--- config.mk ---
export PLATFORM = sky130hd
export DESIGN_NAME = nanorv32_inst_stage_flat
export DESIGN_NICKNAME = d
export VERILOG_FILES = /design/src/rtl/nanorv32_inst_stage_if.sv /design/src/rtl/nanorv32_inst_stage.sv /design/src/flat_wrapper.sv
export SDC_FILE = /design/constraint.sdc
export NUM_CORES = 1
export LEC_CHECK = 0
export CAP_MARGIN = 10
export CORE_ASPECT_RATIO = 1.75
export CORE_MARGIN = 2
export CORE_UTILIZATION = 42
export CTS_CLUSTER_SIZE = 25
export DETAILED_ROUTE_END_ITERATION = 12
export PLACE_DENSITY_LB_ADDON = 0.25
export SLEW_MARGIN = 30
export SYNTH_ARGS = -nofsm -noshare
export SYNTH_HDL_FRONTEND = slang
export SYNTH_SLANG_ARGS = --single-unit
export TNS_END_PERCENT = 100
--- constraint.sdc ---
create_clock -name clk -period 2.3 [get_ports clk]
set_input_delay 0.345 -clock clk [delete_from_list [all_inputs] [get_ports clk]]
set_output_delay 0.345 -clock clk [all_outputs]
set_load 0.02 [all_outputs]
--- src/rtl/nanorv32_inst_stage_if.sv ---
// nanorv32_inst_stage_if: signal bundle between prefetch buffer, execute/IRQ control and decode for the instruction stage
//   slave  : the instruction stage (consumes buffer head + control, drives pop and the decode register)
//   master : the surrounding pipeline (drives buffer head + control, observes pop and the decode register)
`timescale 1ns/1ps
interface nanorv32_inst_stage_if #(parameter int INSTRET_W = 64);
    logic [31:0]          inst_i;
    logic                 is_32_i;
    logic                 fifo_empty_i;
    logic                 reset_over_i;
    logic                 force_stall_reset;
    logic                 stall_i;
    logic                 branch_taken_i;
    logic [31:0]          branch_target_i;
    logic                 irq_bypass_i;
    logic [31:0]          bypass_inst_i;
    logic                 pop_o;
    logic [31:0]          inst_o;
    logic                 inst_is_32_o;
    logic                 inst_valid_o;
    logic [31:0]          pc_o;
    logic [31:0]          pc_next_o;
    logic                 misaligned_o;
    logic [INSTRET_W-1:0] instret_o;
    modport slave(
        input  inst_i, is_32_i, fifo_empty_i, reset_over_i, force_stall_reset, stall_i,
               branch_taken_i, branch_target_i, irq_bypass_i, bypass_inst_i,
        output pop_o, inst_o, inst_is_32_o, inst_valid_o, pc_o, pc_next_o, misaligned_o, instret_o
    );
    modport master(
        output inst_i, is_32_i, fifo_empty_i, reset_over_i, force_stall_reset, stall_i,
               branch_taken_i, branch_target_i, irq_bypass_i, bypass_inst_i,
        input  pop_o, inst_o, inst_is_32_o, inst_valid_o, pc_o, pc_next_o, misaligned_o, instret_o
    );
endinterface

--- src/rtl/nanorv32_inst_stage.sv ---
// nanorv32_inst_stage: fetch-to-decode register with PC sequencing, retire counter and IRQ bypass
//   clk, rst_n : clock, asynchronous active-low reset
//   bus        : slave side of nanorv32_inst_stage_if (buffer head in, pop out, decode register out)
`timescale 1ns/1ps
module nanorv32_inst_stage #(
    parameter logic [31:0] RESET_PC  = 32'h0000_0000,
    parameter logic [31:0] NOP_INST  = 32'h0000_0013,
    parameter int          INSTRET_W = 64
) (
    input logic clk,
    input logic rst_n,
    nanorv32_inst_stage_if.slave bus
);
    typedef enum logic [1:0] {START, RUN, REDIR, BYP} state_t;
    state_t               state_q, state_d;
    logic [31:0]          inst_q, inst_d, pc_q, pc_d, pc_next_q, pc_next_d;
    logic                 is_32_q, is_32_d, valid_q, valid_d, first_run_q, first_run_d;
    logic [INSTRET_W-1:0] instret_q, instret_d;
    logic                 adv, take, redirect;
    assign adv      = ~bus.stall_i & ~bus.force_stall_reset;
    assign redirect = bus.branch_taken_i & (state_q != START);
    assign take     = (state_q == RUN) & adv & ~bus.fifo_empty_i & ~bus.branch_taken_i & ~bus.irq_bypass_i;
    always_ff @(posedge clk or negedge rst_n) begin
        if (!rst_n) begin
            state_q     <= START;
            inst_q      <= NOP_INST;
            is_32_q     <= 1'b1;
            valid_q     <= 1'b0;
            pc_q        <= RESET_PC;
            pc_next_q   <= RESET_PC;
            first_run_q <= 1'b0;
            instret_q   <= '0;
        end else begin
            state_q     <= state_d;
            inst_q      <= inst_d;
            is_32_q     <= is_32_d;
            valid_q     <= valid_d;
            pc_q        <= pc_d;
            pc_next_q   <= pc_next_d;
            first_run_q <= first_run_d;
            instret_q   <= instret_d;
        end
    end
    // REDIR always lasts exactly one cycle, even under stall, so the refill bubble is fixed
    always_comb begin
        state_d = state_q;
        if (bus.force_stall_reset) state_d = START;
        else if (redirect) state_d = REDIR;
        else if (state_q == REDIR) state_d = RUN;
        else if (adv) state_d = (state_q == START) ? (bus.reset_over_i ? START : RUN) :
                                (state_q == RUN || state_q == BYP) ? (bus.irq_bypass_i ? BYP : RUN) : state_q;
    end
    always_comb begin
        inst_d    = inst_q;
        is_32_d   = is_32_q;
        valid_d   = valid_q;
        pc_d      = pc_q;
        pc_next_d = pc_next_q;
        if (bus.force_stall_reset) begin
            inst_d    = NOP_INST;
            valid_d   = 1'b0;
            pc_d      = RESET_PC;
            pc_next_d = RESET_PC;
        end else if (redirect) begin
            inst_d    = NOP_INST;
            valid_d   = 1'b0;
            pc_next_d = bus.branch_target_i & ~32'd1;
        end else if (take) begin
            inst_d    = bus.is_32_i ? bus.inst_i : {16'h0, bus.inst_i[15:0]};
            is_32_d   = bus.is_32_i;
            valid_d   = 1'b1;
            pc_d      = pc_next_q;
            pc_next_d = pc_next_q + (bus.is_32_i ? 32'd4 : 32'd2);
        end else if (adv && (state_q == BYP || (state_q == RUN && bus.irq_bypass_i))) begin
            // leaving BYP drops the injected instruction so it is neither re-issued nor counted
            inst_d  = bus.irq_bypass_i ? bus.bypass_inst_i : NOP_INST;
            is_32_d = bus.irq_bypass_i ? 1'b1 : is_32_q;
            valid_d = bus.irq_bypass_i;
        end else if (adv && state_q == RUN && bus.fifo_empty_i) begin
            inst_d  = NOP_INST;
            valid_d = 1'b0;
        end
        first_run_d = (state_q == REDIR) & (state_d == RUN);
        instret_d   = instret_q + INSTRET_W'(valid_q & adv & ~bus.branch_taken_i & (state_q != BYP));
    end
    assign bus.pop_o        = take;
    assign bus.inst_o       = inst_q;
    assign bus.inst_is_32_o = is_32_q;
    assign bus.inst_valid_o = valid_q;
    assign bus.pc_o         = pc_q;
    assign bus.pc_next_o    = pc_next_q;
    assign bus.misaligned_o = first_run_q & pc_next_q[1] & bus.is_32_i;
    assign bus.instret_o    = instret_q;
endmodule

--- src/flat_wrapper.sv ---
// flat-port wrapper written by rule: the top's interface ports become plain ports
module nanorv32_inst_stage_flat 
#(
    parameter logic [31:0] RESET_PC  = 32'h0000_0000,
    parameter logic [31:0] NOP_INST  = 32'h0000_0013,
    parameter int          INSTRET_W = 64
)
  (clk, rst_n, bus_inst_i, bus_is_32_i, bus_fifo_empty_i, bus_reset_over_i, bus_force_stall_reset, bus_stall_i, bus_branch_taken_i, bus_branch_target_i, bus_irq_bypass_i, bus_bypass_inst_i, bus_pop_o, bus_inst_o, bus_inst_is_32_o, bus_inst_valid_o, bus_pc_o, bus_pc_next_o, bus_misaligned_o, bus_instret_o);
  nanorv32_inst_stage_if #(.INSTRET_W(INSTRET_W)) bus_i ();
  input logic clk;
  input logic rst_n;
  input wire logic [$bits(bus_i.inst_i)-1:0] bus_inst_i;
  input wire logic [$bits(bus_i.is_32_i)-1:0] bus_is_32_i;
  input wire logic [$bits(bus_i.fifo_empty_i)-1:0] bus_fifo_empty_i;
  input wire logic [$bits(bus_i.reset_over_i)-1:0] bus_reset_over_i;
  input wire logic [$bits(bus_i.force_stall_reset)-1:0] bus_force_stall_reset;
  input wire logic [$bits(bus_i.stall_i)-1:0] bus_stall_i;
  input wire logic [$bits(bus_i.branch_taken_i)-1:0] bus_branch_taken_i;
  input wire logic [$bits(bus_i.branch_target_i)-1:0] bus_branch_target_i;
  input wire logic [$bits(bus_i.irq_bypass_i)-1:0] bus_irq_bypass_i;
  input wire logic [$bits(bus_i.bypass_inst_i)-1:0] bus_bypass_inst_i;
  output wire logic [$bits(bus_i.pop_o)-1:0] bus_pop_o;
  output wire logic [$bits(bus_i.inst_o)-1:0] bus_inst_o;
  output wire logic [$bits(bus_i.inst_is_32_o)-1:0] bus_inst_is_32_o;
  output wire logic [$bits(bus_i.inst_valid_o)-1:0] bus_inst_valid_o;
  output wire logic [$bits(bus_i.pc_o)-1:0] bus_pc_o;
  output wire logic [$bits(bus_i.pc_next_o)-1:0] bus_pc_next_o;
  output wire logic [$bits(bus_i.misaligned_o)-1:0] bus_misaligned_o;
  output wire logic [$bits(bus_i.instret_o)-1:0] bus_instret_o;
  assign bus_i.inst_i = bus_inst_i;
  assign bus_i.is_32_i = bus_is_32_i;
  assign bus_i.fifo_empty_i = bus_fifo_empty_i;
  assign bus_i.reset_over_i = bus_reset_over_i;
  assign bus_i.force_stall_reset = bus_force_stall_reset;
  assign bus_i.stall_i = bus_stall_i;
  assign bus_i.branch_taken_i = bus_branch_taken_i;
  assign bus_i.branch_target_i = bus_branch_target_i;
  assign bus_i.irq_bypass_i = bus_irq_bypass_i;
  assign bus_i.bypass_inst_i = bus_bypass_inst_i;
  assign bus_pop_o = bus_i.pop_o;
  assign bus_inst_o = bus_i.inst_o;
  assign bus_inst_is_32_o = bus_i.inst_is_32_o;
  assign bus_inst_valid_o = bus_i.inst_valid_o;
  assign bus_pc_o = bus_i.pc_o;
  assign bus_pc_next_o = bus_i.pc_next_o;
  assign bus_misaligned_o = bus_i.misaligned_o;
  assign bus_instret_o = bus_i.instret_o;
  nanorv32_inst_stage #(.RESET_PC(RESET_PC), .NOP_INST(NOP_INST), .INSTRET_W(INSTRET_W)) u_core (.clk(clk), .rst_n(rst_n), .bus(bus_i));
endmodule
==> results of run 1 <==
cell type report:
type | count | area share [%]
clock buffer | 19 | 3.54
inverter | 17 | 0.522
clock inverter | 12 | 1.66
multi-input combinational | 593 | 31.2
sequential | 164 | 33.6
timing repair buffer | 344 | 27.0
tap | 238 | 2.44
worst register-to-register path, cell delays in order, from the launching register on:
cell and delay (ns):
dfrtp_1 0.38, nand2_1 0.08, nand2_2 0.07, nor4_4 0.21, ha_2 0.26, ha_4 0.15
nand2_4 0.06, nor4_4 0.21, buf_4 0.21, nand4_4 0.14, nor3_4 0.23, xnor2_1 0.15
registers in the layout (all words and copies together), names as in the netlist:
name / count
u_core.bus.inst_is_32_o: 1
u_core.bus.inst_o: 32
u_core.bus.inst_valid_o: 1
u_core.bus.instret_o: 64
u_core.bus.pc_next_o: 31
u_core.bus.pc_o: 32
u_core.first_run_q: 1
u_core.state_q: 2
cell usage in the layout, fill, tap and decap left out, types with 4 or more instances in the layout:
master | synthesis | layout
and4_1 | 5 | 5
xnor2_1 | 23 | 23
o211ai_1 | 5 | 5
nor3_1 | 30 | 20
bufinv_16 | 0 | 5
xor2_1 | 56 | 56
nand2_1 | 140 | 137
nand4_1 | 16 | 16
or2_2 | 4 | 4
a211oi_1 | 9 | 9
dfstp_2 | 4 | 4
nor2_1 | 50 | 49
dfrtp_1 | 160 | 160
buf_12 | 0 | 4
o21ai_0 | 42 | 41
o22ai_1 | 12 | 12
nand3b_1 | 31 | 31
nor4_2 | 3 | 5
inv_1 | 16 | 15
nor3_2 | 3 | 11
mux2i_1 | 7 | 7
a22oi_1 | 26 | 26
buf_4 | 4 | 73
clkbuf_16 | 0 | 17
and3_1 | 19 | 19
a21oi_1 | 21 | 21
nor4_4 | 4 | 6
nand3_1 | 31 | 31
clkdlybuf4s50_1 | 0 | 262
through the flow:
| stage | TNS (ns) | utilization (%) | power [mW] | area, µm² |
|---|---|---|---|---|
| 2_1_floorplan | -0.605 | - | 3.25 | 8110 |
| 3_3_place_gp | -24.22 | 61.5 | 3.69 | 11500 |
| 3_5_place_dp | -27.32 | 61.5 | 3.70 | 11500 |
| 4_1_cts | 0 | 65.0 | 6.83 | 12100 |
| 5_1_grt | -0.131 | 65.4 | 7.00 | 12200 |
| 6_report | 0 | 65.4 | 6.77 | 12200 |
report_power, final:
| part | leakage, nW | switching (mW) | total [mW] | internal [mW] |
|---|---|---|---|---|
| clock network | 0.308 | 1.20 | 3.13 | 1.93 |
| logic | 2.92 | 0.327 | 0.671 | 0.344 |
| registers | 2.23 | 0.0463 | 2.98 | 2.93 |
| total | 5.46 | 1.57 | 6.77 | 5.20 |
per-layer routing:
layer  vias up  GRT usage (%)  share of wire, %
met5         -              0                 0
met1      3604           27.3                35
met4         0           11.4               4.1
li1       3497              -                 -
met2       280           46.8                54
met3        50           8.07               7.4
logic make-up (layout without fill, tap and decap cells):
family | after synthesis | in the layout
AOI/OAI and AO/OA | 132 | 132
other | 1 | 1
xor gates and xnor gates | 79 | 79
muxes | 8 | 8
buffers and inverters | 57 | 392
DFF | 164 | 164
adders and majority gates | 5 | 5
and+or+nand+nor | 368 | 368
worst paths after layout:
| kind | startpoint | end | slack, ns |
|---|---|---|---|
| max | bus_stall_i | u_core.bus.instret_o[54] | 0.07 |
| min | bus_is_32_i | u_core.bus.inst_is_32_o | 0.30 |
| max reg2reg | u_core.state_q[1] | u_core.bus.instret_o[54] | 0.08 |
| min reg2reg | u_core.bus.inst_o[25] | u_core.bus.inst_o[25] | 0.48 |
| max in group asynchronous | rst_n | u_core.bus.pc_o[11] | 1.14 |
| min in group asynchronous | rst_n | u_core.bus.pc_next_o[14] | 0.45 |
timing repair:
item,4_1_cts,5_1_grt
setup endpoints to repair,11,28
pin swaps,1,8
gates resized for setup,2,15
buffers inserted,0,3
hold endpoints to repair,45,0
cloned,0,0
hold buffers,1,0
cell usage after synthesis, types with 2 or more instances:
cell,instances
dfrtp_1,160
nand2_1,140
xor2_1,56
nor2_1,50
o21ai_0,42
nand3_1,31
nand3b_1,31
nor3_1,30
a22oi_1,26
xnor2_1,23
clkbuf_1,22
a21oi_1,21
and3_1,19
inv_1,16
nand4_1,16
o22ai_1,12
buf_2,10
a211oi_1,9
mux2i_1,7
and4_1,5
nor4_1,5
o211ai_1,5
buf_1,4
buf_4,4
dfstp_2,4
ha_1,4
nand4_2,4
nor4_4,4
or2_2,4
a31oi_1,3
and2_1,3
nor3_2,3
nor4_2,3
nand2b_1,2
nand3_2,2
nand4b_1,2
nor2_2,2
o21a_1,2
o311ai_0,2
or4_1,2
==> metrics.md, run 1 <==
| Metric | Value |
|---|---|
| CTS Buf Count | 17 |
| LEAKAGE | 5.46 nW |
| Post-Syn Nets | 924 |
| Post-synthesis compound-gate area fraction | 10.3% |
| Cell Area, Synth | 8010 µm² |
| Worst-path clk slew | approximately 0.07 ns |
| Cell Pwr Density | 555 nW/µm² |
| Post-synth EDFFs | 0 |
| Synth Area in XOR/XNOR | 8.64% |
| H-tree levels | 4 |
| Yosys reg bits | 164 |
| CTS tree | built |
| Layout cell share with drive strength beyond 1 | between 10% and 20% |
| CP Depth | 10 |
| IO buf count | between 200 and 300 |
| CP arrival | 2.57 ns |
| Setup repair after global routing missed its margin | yes |
| Chip Height | 187 µm |
| Initial Util | 42.9% |
| Synth cell types | between 60 and 70 |
| Worst Path Max Fanout | 5 |
| Maximum VDD drop | around 0.00045 V |
| Final Net Count | 1247 |
| Final clock skew | between 0.01 and 0.015 ns |
| Highest clock rate | 448 MHz |
| CORE AREA | 18700 µm² |
| Synth Area in Simple Gates | 24.8% |
| Cell chain of the critical path | clkdlybuf4s50_1, nor4_4, ha_2, ha_4, nand2_4, nor4_4, buf_4, nand4_4, nor3_4, xnor2_1 |
| CP dominant cell by count | nor4_4 |
| Hold WC Path Type | in2reg |
| Final ANT Viol Nets | 0 |
| # diodes | 0 |
| Dpl hpwl | slightly below 20000 µm |
| Worst setup EP type | flop |
| Sequential fraction of the synthesis area | 51.3% |
| Synth top area share | 50.0% |
| Placed Cells | 1352 |
| Dpl ws | -0.492 ns |
| Ys Warns | 0 |
| Post-detailed-route via-to-cell ratio | 5.36 |
| Setup CP Type | in2reg |
| Max-Cap Viols | 0 |
| Setup-failing EPs final | 0 |
| Bufs and invs on worst path | 2 |
| Outcome | finished clean |
| CTS root buffer | clkbuf_16 |
| DR pass1 iterations | 5 |
| CP top delay family | simple AND/OR/NAND/NOR gates |
| Die area | ~20000 µm² |
| Filler instances | 1561 |
| Slowest stage delay, CP | 0.47 ns |
| Slowest cell on the critical path | clkdlybuf4s50_1 |
| # IOs | 269 |
| First-pass GRT wire length | 40700 µm |
| Initial antenna violation count | 0 |
| Post-synthesis adder-cell area fraction | 0.875% |
| Clock Sinks | between 150 and 200 |
| Rows | 66 |
| Synth Flop Type | dfrtp_1 |
| Period utilization | 97.0% |
| Largest net degree at the start of global routing | 65 |
| Gate Count Post-Synth | a little over 800 |
| Avg Cell Area, Syn | a little under 10 µm² |
| Min cycle time layout | 2.23 ns |
| Hold Crit Depth | 4 |
| Die Wd | 108 µm |
| Routability cong. | between 0.8 and 0.9 |
| DRC errors left | 0 |
| Longest Clk Path Bufs | 2 |
| Final Non-Filler Cells | 1387 |
| Tot GR Track Use | 26.0% |
| Grt total ovfl | 0 |
| Worst R2R Path Depth | 11 |
| Slew @ Worst Pin | around 0.75 ns |
| Minimum hold slack | 0.302 ns |
| Mux cell area share after synthesis | 1.02% |
| WL final | roughly 25000 µm |
| Cell taking the most area after synthesis | dfrtp_1 |
| Multi-input gate area | 3810 µm² |
| Asr flop ratio synth | 100% |
| Slew Viols, Final | 0 |
| Startpoint Class | input pin |
| Final WS setup | 0.0687 ns |
| Largest family of logic cells by synthesized area | simple AND/OR/NAND/NOR gates |
| Vias in the first global route | 7742 |
| Final Hold Fails | 0 |
| Register Area | 4110 µm² |
| Clk_lat worst skew | between 0.4 and 0.5 ns |
| Vias | 7431 |
| Iteration-0 DRC Markers | 417 |
| Worst path required time | 2.64 ns |
| Relative max-transition margin | 50.0% |
| Drt wl/cell | ~18 µm |
| Synth-to-Final Area Change | 52.5% |
| Ranking of synthesized cells by area | dfrtp_1, nand2_1, xor2_1 |
Note: power is estimated with default switching activity, not from simulation.
==> run 2: changes to the inputs <==
--- a/config.mk
+++ b/config.mk
@@ -9,8 +9,9 @@
 export CORE_ASPECT_RATIO = 1.75
 export CORE_MARGIN = 2
 export CORE_UTILIZATION = 42
-export CTS_CLUSTER_SIZE = 25
+export CTS_CLUSTER_SIZE = 8
 export DETAILED_ROUTE_END_ITERATION = 12
+export GPL_TIMING_DRIVEN = 0
 export PLACE_DENSITY_LB_ADDON = 0.25
 export SLEW_MARGIN = 30
 export SYNTH_ARGS = -nofsm -noshare
==> run 2 against run 1 <==
Register-to-register slack worse by 0.19 ns. Power down 0.71%. Die area unchanged. Combinational power fell by 3%. The run now ends with setup timing left. Clock skew decreased by 0.0026 ns. Routed wire length up 8.7%. Hold slack improved by 0.073 ns. Final cell count grew 0.43%. Sequential power about the same.
==> metrics.md, run 2 (same netlist as run 1, synthesis figures left out) <==
| Metric | Value |
|---|---|
| Pint | 5.14 mW (-1.1%) |
| CTS Buf Count | 17 (unchanged) |
| Longest Clk Path Bufs | 2 (unchanged) |
| Setup repair after global routing missed its margin | yes |
| CORE AREA | 18700 µm² (unchanged) |
| Sw Ratio | 23.5% (+0.32 points) |
| Highest clock rate | 416 MHz (-7.3%) |
| Pwr Total | 6.73 mW (-0.71%) |
| Drt wl/cell | 19.8 µm (+8.2%) |
| Clk_lat worst skew | 0.43 ns (about the same) |
| Startpoint Class | flop |
| Min cycle time layout | 2.41 ns (+0.175 ns) |
| Routability cong. | 0.929 (+4.8%) |
| Relative max-transition margin | 42.2% (-7.8 points) |
| Largest net degree at the start of global routing | 70 (+7.7%) |
| Area after DPL | 11100 µm² (-3.0%) |
| Outcome | finished, violations left |
| Failing checks | setup timing |
| Rows | 66 (unchanged) |
| Chip Height | 187 µm (unchanged) |
| Commonest non-fill, non-tap cell in the layout | clkdlybuf4s50_1 |
| Worst path required time | 2.64 ns (about the same) |
| CTS root buffer | clkbuf_16 |
| Clock Sinks | 164 (unchanged) |
| Iteration-0 DRC Markers | 461 (+11%) |
| Final Hold Fails | 0 (unchanged) |
| Clock power frac | 45.8% (-0.4 points) |
| Slew @ Worst Pin | 0.857 ns (+0.108 ns) |
| CTS tree | built |
| CP arrival | 2.74 ns (+0.17 ns) |
| IO buf count | 266 (unchanged) |
| Initial Util | 42.9% (unchanged) |
| Final clock skew | 0.0120 ns (-0.00258 ns) |
| Met1 usage | 27.3% (about the same) |
| Grt total ovfl | 0 (unchanged) |
| H-tree levels | 4 (unchanged) |
| # IOs | 269 (unchanged) |
| Sequential Power Share | 44.5% (+0.6 points) |
| Die Wd | 108 µm (unchanged) |
| Slew Viols, Final | 0 (unchanged) |
| Setup-failing EPs final | 22 (+22) |
| Tot GR Track Use | 27.5% (+1.5 points) |
| Final WS setup | -0.106 ns (-0.175 ns) |
| Vias in the first global route | 7855 (+1.5%) |
| Most frequent cells in the layout | clkdlybuf4s50_1, dfrtp_1, nand2_1 |
| DR pass1 iterations | 5 (unchanged) |
| Final ANT Viol Nets | 0 (unchanged) |
| Dpl ws | -1.46 ns (-0.973 ns) |
| Final Net Count | 1251 (+0.32%) |
| Met2 Use GR | 50.3% (+3.5 points) |
| TNS Setup | -0.817 ns (-0.817 ns) |
| Layout cell share with drive strength beyond 1 | 15.4% (+0.89 points) |
| Maximum VDD drop | 0.000379 V (-16%) |
| Setup CP Type | reg2reg |
| Design area | 12600 µm² (+3.2%) |
| First-pass GRT wire length | 42500 µm (+4.3%) |
| Cell Pwr Density | 534 nW/µm² (-3.8%) |
| Psw | 1.58 mW (+0.68%) |
| Hold WC Path Type | in2async |
| Initial antenna violation count | 1 (+1) |
| Post-detailed-route via-to-cell ratio | 5.47 (+2.0%) |
| Max-Cap Viols | 0 (unchanged) |
| Final Non-Filler Cells | 1393 (+0.43%) |
| Period utilization | 105% (+7.6 points) |
| Worst-path clk slew | 0.07 ns (about the same) |
| Met3 usage in global routing | 7.68% (-0.38 points) |
| Synth-to-Final Area Change | 57.4% |
| Worst Path Max Fanout | 5 (unchanged) |
| Post-route core utilization | 67.5% (+2.1 points) |
| Die area | 20200 µm² (unchanged) |
| WL final | 27600 µm (+8.7%) |
| Vias | 7613 (+2.4%) |
| Minimum hold slack | 0.375 ns (+0.0729 ns) |
| Placed Cells | 1320 (-2.4%) |
| GRT Max-Usage Layer | met2 |
| Dpl hpwl | 20500 µm (+5.9%) |
| DRC errors left | 0 (unchanged) |
| Worst setup EP type | flop |
| Combinational fraction of design power | 9.7% (-0.2 points) |
| LEAKAGE | 5.67 nW (+3.8%) |
| Max FFs per register | 64 (unchanged) |
==> run 2: cell types whose count changed in the layout (fill, tap and decap cells not counted), moves of 4 or more <==
cell / change
nor4_2: -4
buf_4: -43
nor3_1: -9
clkbuf_1: +18
nor2_4: +8
buf_1: +5
buf_2: +6
nor2_1: -10
nor4_4: +4
buf_6: +7
nor3_4: +12
==> run 2: repair_timing <==
action,4_1_cts,5_1_grt
hold endpoints to repair,31,0
hold buffers,1,0
gates cloned,1,0
pin swaps,31,27
endpoints found under the setup margin,85,75
buffers inserted,20,21
resized for setup,68,39
==> run 2: power by group through the flow <==
stage | clock network [mW] | logic (mW) | registers, mW
final | 3.08 | 0.654 | 2.99
after global routing | 3.25 | 0.703 | 3.00
after CTS | 3.13 | 0.650 | 2.99
after detailed placement | 0 | 0.637 | 3.04
after global placement | 0 | 0.620 | 3.04
after floorplan | 0 | 0.179 | 3.07
==> run 2: layout make-up <==
class,count,area (µm²)
Clock buffer,21,460
Clock inverter,11,175
Antenna cell,1,2.50
Fill cell,1502,6060
Buffer,37,224
Inverter,17,63.8
Sequential cell,164,4110
Tap cell,238,298
Multi-Input combinational cell,593,4120
Timing Repair Buffer,311,3140
==> run 2: path summary, 6_finish.rpt <==
check | endpoint | start | cells after the start | slack [ns]
min in group clk | u_core.bus.inst_o[5] | bus_force_stall_reset | 3 | 0.43
setup / recovery | u_core.bus.instret_o[54] | u_core.state_q[1] | 13 | -0.11
hold reg to reg | u_core.bus.instret_o[63] | u_core.bus.instret_o[63] | 1 | 0.46
setup reg to reg | u_core.bus.instret_o[54] | u_core.state_q[1] | 13 | -0.11
max in group asynchronous | u_core.bus.inst_o[4] | rst_n | 3 | 1.26
hold / removal | u_core.bus.instret_o[37] | rst_n | 2 | 0.38
==> run 2: routing by layer <==
layer | vias to the layer above | share of wire [%] | routed length [µm]
li1 | 3513 | - | -
met1 | 3698 | 33 | 9130
met2 | 341 | 56 | 15400
met3 | 61 | 6.9 | 1920
met4 | 0 | 4.2 | 1160
met5 | - | 0 | 0
==> run 2: worst max-delay path, stage by stage, from the launching register on <==
cell and delay (ns):
dfrtp_2 0.44, nand2_2 0.07, nand2_2 0.06, nor4_4 0.18, ha_2 0.25, buf_6 0.11, ha_4 0.13, nand2_4 0.06
nor4_4 0.22, buf_6 0.14, buf_12 0.11, nand4_4 0.17, nor3_2 0.22, xnor2_1 0.16
